<file path="config.mk">
export PLATFORM = sky130hd
export DESIGN_NAME = mc_sequencer
export DESIGN_NICKNAME = d
export VERILOG_FILES = /design/src/rtl/mc_sequencer.sv
export SDC_FILE = /design/constraint.sdc
export NUM_CORES = 1
export LEC_CHECK = 0
export CORE_ASPECT_RATIO = 1.75
export CORE_MARGIN = 4
export CORE_UTILIZATION = 25
export CTS_CLUSTER_DIAMETER = 200
export DETAILED_ROUTE_END_ITERATION = 12
export PLACE_DENSITY_LB_ADDON = 0.25
export SLEW_MARGIN = 25
export SYNTH_ARGS = -nofsm -noshare
export SYNTH_HDL_FRONTEND = slang
export SYNTH_SLANG_ARGS = --single-unit
</file>
<file path="constraint.sdc">
create_clock -name clk -period 2.62 [get_ports clk]
set_input_delay 0.262 -clock clk [delete_from_list [all_inputs] [get_ports clk]]
set_output_delay 0.262 -clock clk [all_outputs]
set_load 0.1 [all_outputs]
</file>
<file path="src/rtl/mc_sequencer.sv">
// Multicycle main controller for the MIPS-subset datapath: one Moore FSM drives every strobe.
// Optional retired-instruction counter enabled by defining MC_RETIRE_COUNT_EN.
module mc_sequencer #(
  parameter int unsigned MEM_TIMEOUT = 64
) (
  input  logic        clk,
  input  logic        reset,
  input  logic [5:0]  op,
  input  logic [5:0]  funct,
  input  logic        zero,
  input  logic        mem_ready,
  output logic        mem_req,
  output logic        mem_write,
  output logic        i_or_d,
  output logic        ir_write,
  output logic        pc_write,
  output logic [1:0]  pc_src,
  output logic        reg_write,
  output logic [1:0]  reg_dst,
  output logic [1:0]  mem_to_reg,
  output logic        alu_src_b,
  output logic        ext_op,
  output logic [2:0]  alu_op,
  output logic [2:0]  state,
  output logic        illegal,
  output logic        bus_err,
  output logic [31:0] retire_cnt
);

  localparam int unsigned CNT_W = 8;
  localparam logic [CNT_W-1:0] TIMEOUT_LAST = CNT_W'(MEM_TIMEOUT - 1);

  typedef enum logic [2:0] {
    S_FETCH  = 3'd0,
    S_DECODE = 3'd1,
    S_EXEC   = 3'd2,
    S_MEM    = 3'd3,
    S_WB     = 3'd4,
    S_TRAP   = 3'd7
  } stateT;

  stateT curState, nextState;
  logic [CNT_W-1:0] timeoutCnt;

  logic isRType, isAddu, isSubu, isSll, isOri, isLui, isLw, isSw, isBeq, isJ, isJal, legal;
  logic [2:0] decAluOp;
  logic decSrcB, decExt;
  logic memWait, timeoutHit;

  // Instruction decode from the IR fields
  always_comb begin
    isRType  = (op == 6'b000000);
    isAddu   = isRType && (funct == 6'b100001);
    isSubu   = isRType && (funct == 6'b100011);
    isSll    = isRType && (funct == 6'b000000);
    isOri    = (op == 6'b001101);
    isLui    = (op == 6'b001111);
    isLw     = (op == 6'b100011);
    isSw     = (op == 6'b101011);
    isBeq    = (op == 6'b000100);
    isJ      = (op == 6'b000010);
    isJal    = (op == 6'b000011);
    legal    = isAddu || isSubu || isSll || isOri || isLui || isLw || isSw || isBeq || isJ || isJal;
    decAluOp = 3'd0;
    if (isSubu || isBeq) decAluOp = 3'd1;
    else if (isOri)      decAluOp = 3'd2;
    else if (isSll)      decAluOp = 3'd3;
    else if (isLui)      decAluOp = 3'd4;
    decSrcB  = isOri || isLui || isLw || isSw;
    decExt   = isLw || isSw || isBeq;
  end

  assign memWait    = ((curState == S_FETCH) || (curState == S_MEM)) && !mem_ready;
  assign timeoutHit = memWait && (timeoutCnt == TIMEOUT_LAST);

  always_ff @(posedge clk or negedge reset) begin
    if (!reset) curState <= S_FETCH;
    else        curState <= nextState;
  end

  always_comb begin
    nextState = curState;
    case (curState)
      S_FETCH: begin
        if (mem_ready)       nextState = S_DECODE;
        else if (timeoutHit) nextState = S_TRAP;
      end
      S_DECODE: begin
        if (!legal)              nextState = S_TRAP;
        else if (isJ || isJal)   nextState = S_FETCH;
        else                     nextState = S_EXEC;
      end
      S_EXEC: begin
        if (isBeq)             nextState = S_FETCH;
        else if (isLw || isSw) nextState = S_MEM;
        else                   nextState = S_WB;
      end
      S_MEM: begin
        if (mem_ready)       nextState = isSw ? S_FETCH : S_WB;
        else if (timeoutHit) nextState = S_TRAP;
      end
      S_WB:    nextState = S_FETCH;
      S_TRAP:  nextState = S_TRAP;
      default: nextState = S_FETCH;
    endcase
  end

  // Strobes are forced low while reset is held so nothing leaks during reset
  always_comb begin
    mem_req    = 1'b0;
    mem_write  = 1'b0;
    i_or_d     = 1'b0;
    ir_write   = 1'b0;
    pc_write   = 1'b0;
    pc_src     = 2'd0;
    reg_write  = 1'b0;
    reg_dst    = 2'd0;
    mem_to_reg = 2'd0;
    alu_src_b  = 1'b0;
    ext_op     = 1'b0;
    alu_op     = 3'd0;
    if (reset) begin
      if (curState != S_TRAP) begin
        alu_op    = decAluOp;
        alu_src_b = decSrcB;
        ext_op    = decExt;
      end
      case (curState)
        S_FETCH: begin
          mem_req  = 1'b1;
          ir_write = mem_ready;
          pc_write = mem_ready;
        end
        S_DECODE: begin
          if (isJ || isJal) begin
            pc_write = 1'b1;
            pc_src   = 2'd2;
          end
          if (isJal) begin
            reg_write  = 1'b1;
            reg_dst    = 2'd2;
            mem_to_reg = 2'd2;
          end
        end
        S_EXEC: begin
          if (isBeq) begin
            pc_src   = 2'd1;
            pc_write = zero;
          end
        end
        S_MEM: begin
          mem_req   = 1'b1;
          i_or_d    = 1'b1;
          mem_write = isSw;
        end
        S_WB: begin
          reg_write  = 1'b1;
          reg_dst    = isRType ? 2'd1 : 2'd0;
          mem_to_reg = isLw ? 2'd1 : 2'd0;
        end
        default: ;
      endcase
    end
  end

  // Wait counter restarts on every state change; traps are sticky until reset
  always_ff @(posedge clk or negedge reset) begin
    if (!reset) begin
      timeoutCnt <= '0;
      illegal    <= 1'b0;
      bus_err    <= 1'b0;
    end else begin
      if (nextState != curState) timeoutCnt <= '0;
      else if (memWait)          timeoutCnt <= timeoutCnt + CNT_W'(1);
      if ((curState == S_DECODE) && !legal) illegal <= 1'b1;
      if (timeoutHit) bus_err <= 1'b1;
    end
  end

  assign state = curState;

`ifdef MC_RETIRE_COUNT_EN
  logic [31:0] retireQ;
  always_ff @(posedge clk or negedge reset) begin
    if (!reset) retireQ <= '0;
    else if ((nextState == S_FETCH) &&
             ((curState == S_DECODE) || (curState == S_EXEC) ||
              (curState == S_MEM) || (curState == S_WB)))
      retireQ <= retireQ + 32'd1;
  end
  assign retire_cnt = retireQ;
`else
  assign retire_cnt = '0;
`endif

endmodule

</file>
==> metrics.cfg, run 1 <==
[global_route]
grt_max_degree = 18
grt_busiest_layer = met2
antenna_found_initial = 0
gr-usage-met3_pct = 2.41
grt_pass1_wl_um = 6350
first_global_vias = 1277
grt_util_all_layers_pct = 11.7
groute.layer.met1.usage_pct = 11.7
met2_usage_pct = 22.7
gr-total-overflow = 0

[finish]
final_common_cell = sky130_fd_sc_hd__conb_1
layout_common_cells = 32 x sky130_fd_sc_hd__conb_1, 17 x sky130_fd_sc_hd__buf_12, 15 x sky130_fd_sc_hd__clkdlybuf4s50_1
nets = 236
layout-area-overhead-vs-synth_pct = 51.3
final_layout_size_suffix_gt1_share_pct = 29.4
ant_diodes = 0
final_design_utilization_pct = 39.3

[sta]
rsz0062_at_grt = false
finalCriticalPeriod_ps = 2350
timing.fmax_mhz = 426
finalSetupTns_ps = 0
setup_violations_final = 0
skew_ps = 3.83
layout_worst_path_cycle_share_pct = 89.6
slew_violations = 0
hold_viol_final = 0

[route]
routed-via-count = 1334
count_of_antenna_violating_nets_left_after_detailed_routing = 0
route.detailed.drc = 0
drt_wl_total_um = 4140
routed_wire_length_per_instance_um = 14.2
drt_pass1_iterations = 4
detailedRoute.firstIterationViolations = 41
route.detailed.vias_per_inst = 4.57

[placed_design]
place.gp.congestion = 0.812
place.port_buffers = 37
dp_hpwl_um = 3430

[pwr]
power_leakage_nw = 0.828
power_density_nw_per_um2 = 823
vdd_ir_drop_max_v = 0.000333

[clocking]
cts-buffers-inserted = 3
post_cts_buffers = 0
cts.sink_count = 13
clk_path_buf_depth = 2
path_clk_slew_ps = 60
ctsHtreeMaxLevel = 1
root_buffer = sky130_fd_sc_hd__clkbuf_8
hold_buffers = 0
cts_tree = yes
cts_resized = 0
insertion_delay_of_the_later_clocked_pin_in_the_worst_skew_pair_ps = 240

[synth]
synth-main-ff-cell = sky130_fd_sc_hd__dfrtp_1
postSynthCellCount = 173
synth_top_cells_by_area = sky130_fd_sc_hd__dfrtp_1 23%, sky130_fd_sc_hd__buf_4 18%, sky130_fd_sc_hd__nand2_1 4.6%
synth-seq-area-share_pct = 23.4
synth.distinct_cells = 50
synth.largest_area_cell = sky130_fd_sc_hd__dfrtp_1
synth_async_sr_flop_share_pct = 100
synthesis.yosys.warnings = 0
syn_area_per_cell_um2 = 8.03
synth_enable_flop_cells = 0
synth.ff_latch_count = 13
synth_top_cell_area_share_pct = 23.4
synth_area_um2 = 1390

[worst_hold_path]
timing.hold.worst_endpoint = illegal
number_of_cells_traversed_by_the_worst_hold_path = 1
worst_hold_path_type = reg2reg
worstHoldStart = illegal

[setup_path]
timing_worst_setup_path_type = in2out
cp_data_required_time_ps = 2360
worst-r2r-cell-count = 6
critPathCaptureType = output port
worstReg2RegStart = timeoutCnt[0]
worst-path-max-fanout = 5
ff2ff_setup_slack_ps = 590
arrival_ps = 2090
regToRegEndpoint = timeoutCnt[7]
worst_setup_path_start_kind = input pin

[floorplan]
die_h_um = 107
top_level_ports = 70
die-area_um2 = 6860
std_cell_rows = 35
floorplan.initialDensity_pct = 26.0
fp.dieW_um = 64.3
design.core.area_um2 = 5340

[run_status]
outcome = completed

[run]
max_cap_violations = 0

==> worst max-delay path by stage <==
stage	start	endpoint	slack (ps)	depth (start not counted)
final	op[0]	pc_write	270	7
after global routing	op[0]	pc_write	170	7
after CTS	op[0]	pc_write	260	7
after detailed placement	op[0]	pc_write	270	7
after global placement	op[0]	pc_write	290	7
after floorplan	state[2]	reg_dst[1]	-250	7
==> through the flow <==
stage	hold WS [ps]	std cells	instance area [µm²]	setup WS [ps]	power [mW]
after global placement	464	288	2060	288	1.55
after global routing	492	292	2100	167	1.80
after floorplan	-33.6	204	1650	-253	1.29
final	481	292	2100	273	1.73
after CTS	484	292	2100	257	1.74
after detailed placement	468	288	2060	265	1.55
==> synth_stat cells, types with 2 or more instances <==
master	n
sky130_fd_sc_hd__nand2b_1	4
sky130_fd_sc_hd__nor4_1	2
sky130_fd_sc_hd__xor2_1	3
sky130_fd_sc_hd__a31oi_1	2
sky130_fd_sc_hd__nor2b_1	5
sky130_fd_sc_hd__inv_1	6
sky130_fd_sc_hd__and3_1	7
sky130_fd_sc_hd__o21ai_0	2
sky130_fd_sc_hd__a21oi_1	6
sky130_fd_sc_hd__nand2_1	17
sky130_fd_sc_hd__xnor2_1	5
sky130_fd_sc_hd__o31ai_1	2
sky130_fd_sc_hd__nor4b_1	7
sky130_fd_sc_hd__nor3_1	8
sky130_fd_sc_hd__clkbuf_1	2
sky130_fd_sc_hd__nor2_1	10
sky130_fd_sc_hd__buf_4	33
sky130_fd_sc_hd__nand3_1	7
sky130_fd_sc_hd__nand4_1	2
sky130_fd_sc_hd__dfrtp_1	13
==> per-layer routing <==
layer,vias to the layer above,part of all wire [%]
met2,65,55
met1,622,34
li1,641,-
met5,-,0
met4,0,2.0
met3,6,8.8
==> registers in the layout, indices dropped and copies added (netlist names) <==
name,cells
timeoutCnt,8
state,3
bus_err,1
illegal,1
==> layout make-up <==
type / instances / area (µm²)
inverter: 6 / 33.8
clock buffer: 4 / 45.0
fill: 563 / 3240
timing repair buffer: 46 / 596
sequential: 13 / 332
tap: 74 / 92.6
multi-input combinational: 149 / 1000
==> power breakdown <==
part           switching, mW  leakage, nW  total [mW]  internal, mW
clock network         0.0759       0.0228       0.183         0.107
registers              0.111        0.168       0.346         0.235
logic                  0.858        0.637        1.20         0.340
==> worst max-delay path: stages <==
cell                              delay (ps)
sky130_fd_sc_hd__clkdlybuf4s50_1         470
sky130_fd_sc_hd__nor4_4                  380
sky130_fd_sc_hd__nand2_1                 220
sky130_fd_sc_hd__nor4_1                  270
sky130_fd_sc_hd__o21bai_1                110
sky130_fd_sc_hd__a21oi_2                 190
sky130_fd_sc_hd__buf_12                  190
==> logic make-up (layout without fill, tap and decap cells) <==
| group | count (synthesis) | in the layout | share of synthesized area, % |
|---|---|---|---|
| AOI/OAI and AO/OA | 24 | 24 | 13.1 |
| adders and majority gates | 1 | 1 | 0.901 |
| other | 1 | 32 | 0.270 |
| buffers and inverters | 42 | 56 | 20.4 |
| muxes | 1 | 1 | 0.721 |
| and+or+nand+nor | 83 | 83 | 36.2 |
| DFF | 13 | 13 | 23.4 |
| xor gates and xnor gates | 8 | 8 | 5.05 |
No activity file was read; power rests on OpenSTA's default activity.
==> run 2, diff against run 1 <==
--- a/config.mk
+++ b/config.mk
@@ -7,7 +7,7 @@
 export LEC_CHECK = 0
 export CORE_ASPECT_RATIO = 1.75
 export CORE_MARGIN = 4
-export CORE_UTILIZATION = 25
+export CORE_UTILIZATION = 40
 export CTS_CLUSTER_DIAMETER = 200
 export DETAILED_ROUTE_END_ITERATION = 12
 export PLACE_DENSITY_LB_ADDON = 0.25
==> run 2 against run 1 <==
Effect of this change: critical path depth is the same; count of clock-buffer cells in the layout did not move; critical path type unchanged; die area down 34%; sequential share of layout area is 0.45 points higher; hold slack worse by 170 ps; largest power group unchanged; first-iteration DRC count rose by 32%; combinational power hardly changed; cell count down 11%; core utilization grew 21 points; total power down 2.0%; sequential power fell by 2%; setup slack got worse by 48 ps.
==> metrics.cfg, run 2 (same netlist as run 1, synthesis figures left out) <==
[route]
detailedRoute.firstIterationViolations = 54
drt_wl_total_um = 3920
route.detailed.drc = 0
routed-via-count = 1327
routed_wire_length_per_instance_um = 15.1
count_of_antenna_violating_nets_left_after_detailed_routing = 0
route.detailed.vias_per_inst = 5.10
drt_pass1_iterations = 4

[clocking]
clk_path_buf_depth = 2
post_cts_buffers = 0
root_buffer = sky130_fd_sc_hd__clkbuf_8
insertion_delay_of_the_later_clocked_pin_in_the_worst_skew_pair_ps = 240
hold_buffers = 0
cts.sink_count = 13
cts_tree = yes
cts-buffers-inserted = 3
path_clk_slew_ps = 50
ctsHtreeMaxLevel = 1
cts_resized = 0

[run]
max_cap_violations = 0

[finish]
design_area_um2 = 2040
nets = 233
ant_diodes = 0
final_layout_size_suffix_gt1_share_pct = 28.4
final_common_cell = sky130_fd_sc_hd__conb_1
multiInputGateArea_um2 = 1000
largest_register_ff_count = 8
layout-area-overhead-vs-synth_pct = 47.0
area.sequential_um2 = 332
final_design_utilization_pct = 60.7
largest_register = timeoutCnt
filler_cell_count = 310
layout_common_cells = 32 x sky130_fd_sc_hd__conb_1, 17 x sky130_fd_sc_hd__buf_12, 15 x sky130_fd_sc_hd__clkdlybuf4s50_1

[placed_design]
place.gp.congestion = 0.890
dp_hpwl_um = 3300
placement.cell_area_um2 = 2000
place.port_buffers = 37

[setup_path]
cp_cell_sequence = clkdlybuf4s50_1 -> nor4_4 -> nand2_1 -> nor4_1 -> o21bai_1 -> a21oi_2 -> buf_12
worst-path-max-fanout = 5
worst_path_largest_cell_delay_ps = 480
cp_data_required_time_ps = 2360
critPathCaptureType = output port
worst-r2r-cell-count = 6
regToRegEndpoint = timeoutCnt[7]
timing_worst_setup_path_type = in2out
critPathSlowestCell = sky130_fd_sc_hd__clkdlybuf4s50_1
worst_path_dominant_cell_family = simple AND/OR/NAND/NOR gates
arrival_ps = 2130
cp.buffers_inverters = 2
worstReg2RegStart = timeoutCnt[0]
worst_setup_path_start_kind = input pin
ff2ff_setup_slack_ps = 580

[sta]
hold_viol_final = 0
rsz0062_at_grt = false
timing.fmax_mhz = 418
setup_violations_final = 0
finalCriticalPeriod_ps = 2390
layout_worst_path_cycle_share_pct = 91.4
skew_ps = 2.76
slew_violations = 0
finalSetupTns_ps = 0
hold-worst-slack_ps = 315

[pwr]
power_leakage_nw = 0.813
total_power_mw = 1.69
vdd_ir_drop_max_v = 0.000933
power_density_nw_per_um2 = 829

[global_route]
first_global_vias = 1358
grt_max_degree = 18
grt_pass1_wl_um = 6200
grt_util_all_layers_pct = 18.0
antenna_found_initial = 0
gr-total-overflow = 0

[floorplan]
top_level_ports = 70
die_h_um = 86.0
design.core.area_um2 = 3360
std_cell_rows = 28
die-area_um2 = 4520
floorplan.initialDensity_pct = 41.3
fp.dieW_um = 52.5

[worst_hold_path]
worst_hold_path_type = in2async

[run_status]
outcome = completed

-- run 2: cell count changes in the layout (fill, tap and decap cells not counted) --
cell,delta
sky130_fd_sc_hd__buf_4,-3
-- run 2: worst max-delay path by stage --
stage,start,to,slack (ps),cells after the start
final,op[0],pc_write,230,7
after global routing,op[0],pc_write,90,7
after CTS,op[0],pc_write,220,7
after detailed placement,op[1],timeoutCnt[7],180,7
after global placement,op[0],pc_write,250,7
after floorplan,state[2],reg_dst[1],-250,7
-- run 2: routing by layer --
metal | vias up | wire length [µm] | track usage, %
met5 | - | 0 | 0
li1 | 630 | - | -
met3 | 12 | 302 | 2.96
met4 | 0 | 132 | 8.60
met2 | 68 | 2310 | 36.5
met1 | 617 | 1170 | 15.4
-- run 2: worst register-to-register path: cells and delay by family (launching register included) --
family	cells	cell delay (ps)
AND/OR/NAND/NOR	4	1040
flip-flops	1	380
AO/OA/AOI/OAI	1	300
adder cells (fa/ha/maj)	1	180
-- run 2: cell type report --
| type | count | area share, % |
|---|---|---|
| multi-input combinational | 149 | 49.1 |
| timing repair buffer | 43 | 28.1 |
| sequential | 13 | 16.2 |
| tap | 45 | 2.76 |
| inverter | 6 | 1.65 |
| clock buffer | 4 | 2.21 |
-- run 2: metrics by stage --
| stage | setup WS (ps) | cells |
|---|---|---|
| floorplan | -253 | 204 |
| finish | 225 | 260 |
| detailed placement | 178 | 256 |
| global route | 85.6 | 260 |
| CTS | 225 | 260 |
| global placement | 254 | 256 |
-- run 2: power by group --
group	total [mW]	internal [mW]	switching, mW
clock	0.179	0.107	0.0711
combinational	1.18	0.329	0.847
sequential	0.339	0.235	0.104
total	1.69	0.672	1.02
==> run 3, diff against run 2 <==
--- a/config.mk
+++ b/config.mk
@@ -9,6 +9,7 @@
 export CORE_MARGIN = 4
 export CORE_UTILIZATION = 40
 export CTS_CLUSTER_DIAMETER = 200
+export CTS_CLUSTER_SIZE = 28
 export DETAILED_ROUTE_END_ITERATION = 12
 export PLACE_DENSITY_LB_ADDON = 0.25
 export SLEW_MARGIN = 25
==> results of run 3 <==
Final layout, timing and power as in run 2 (identical DEF).
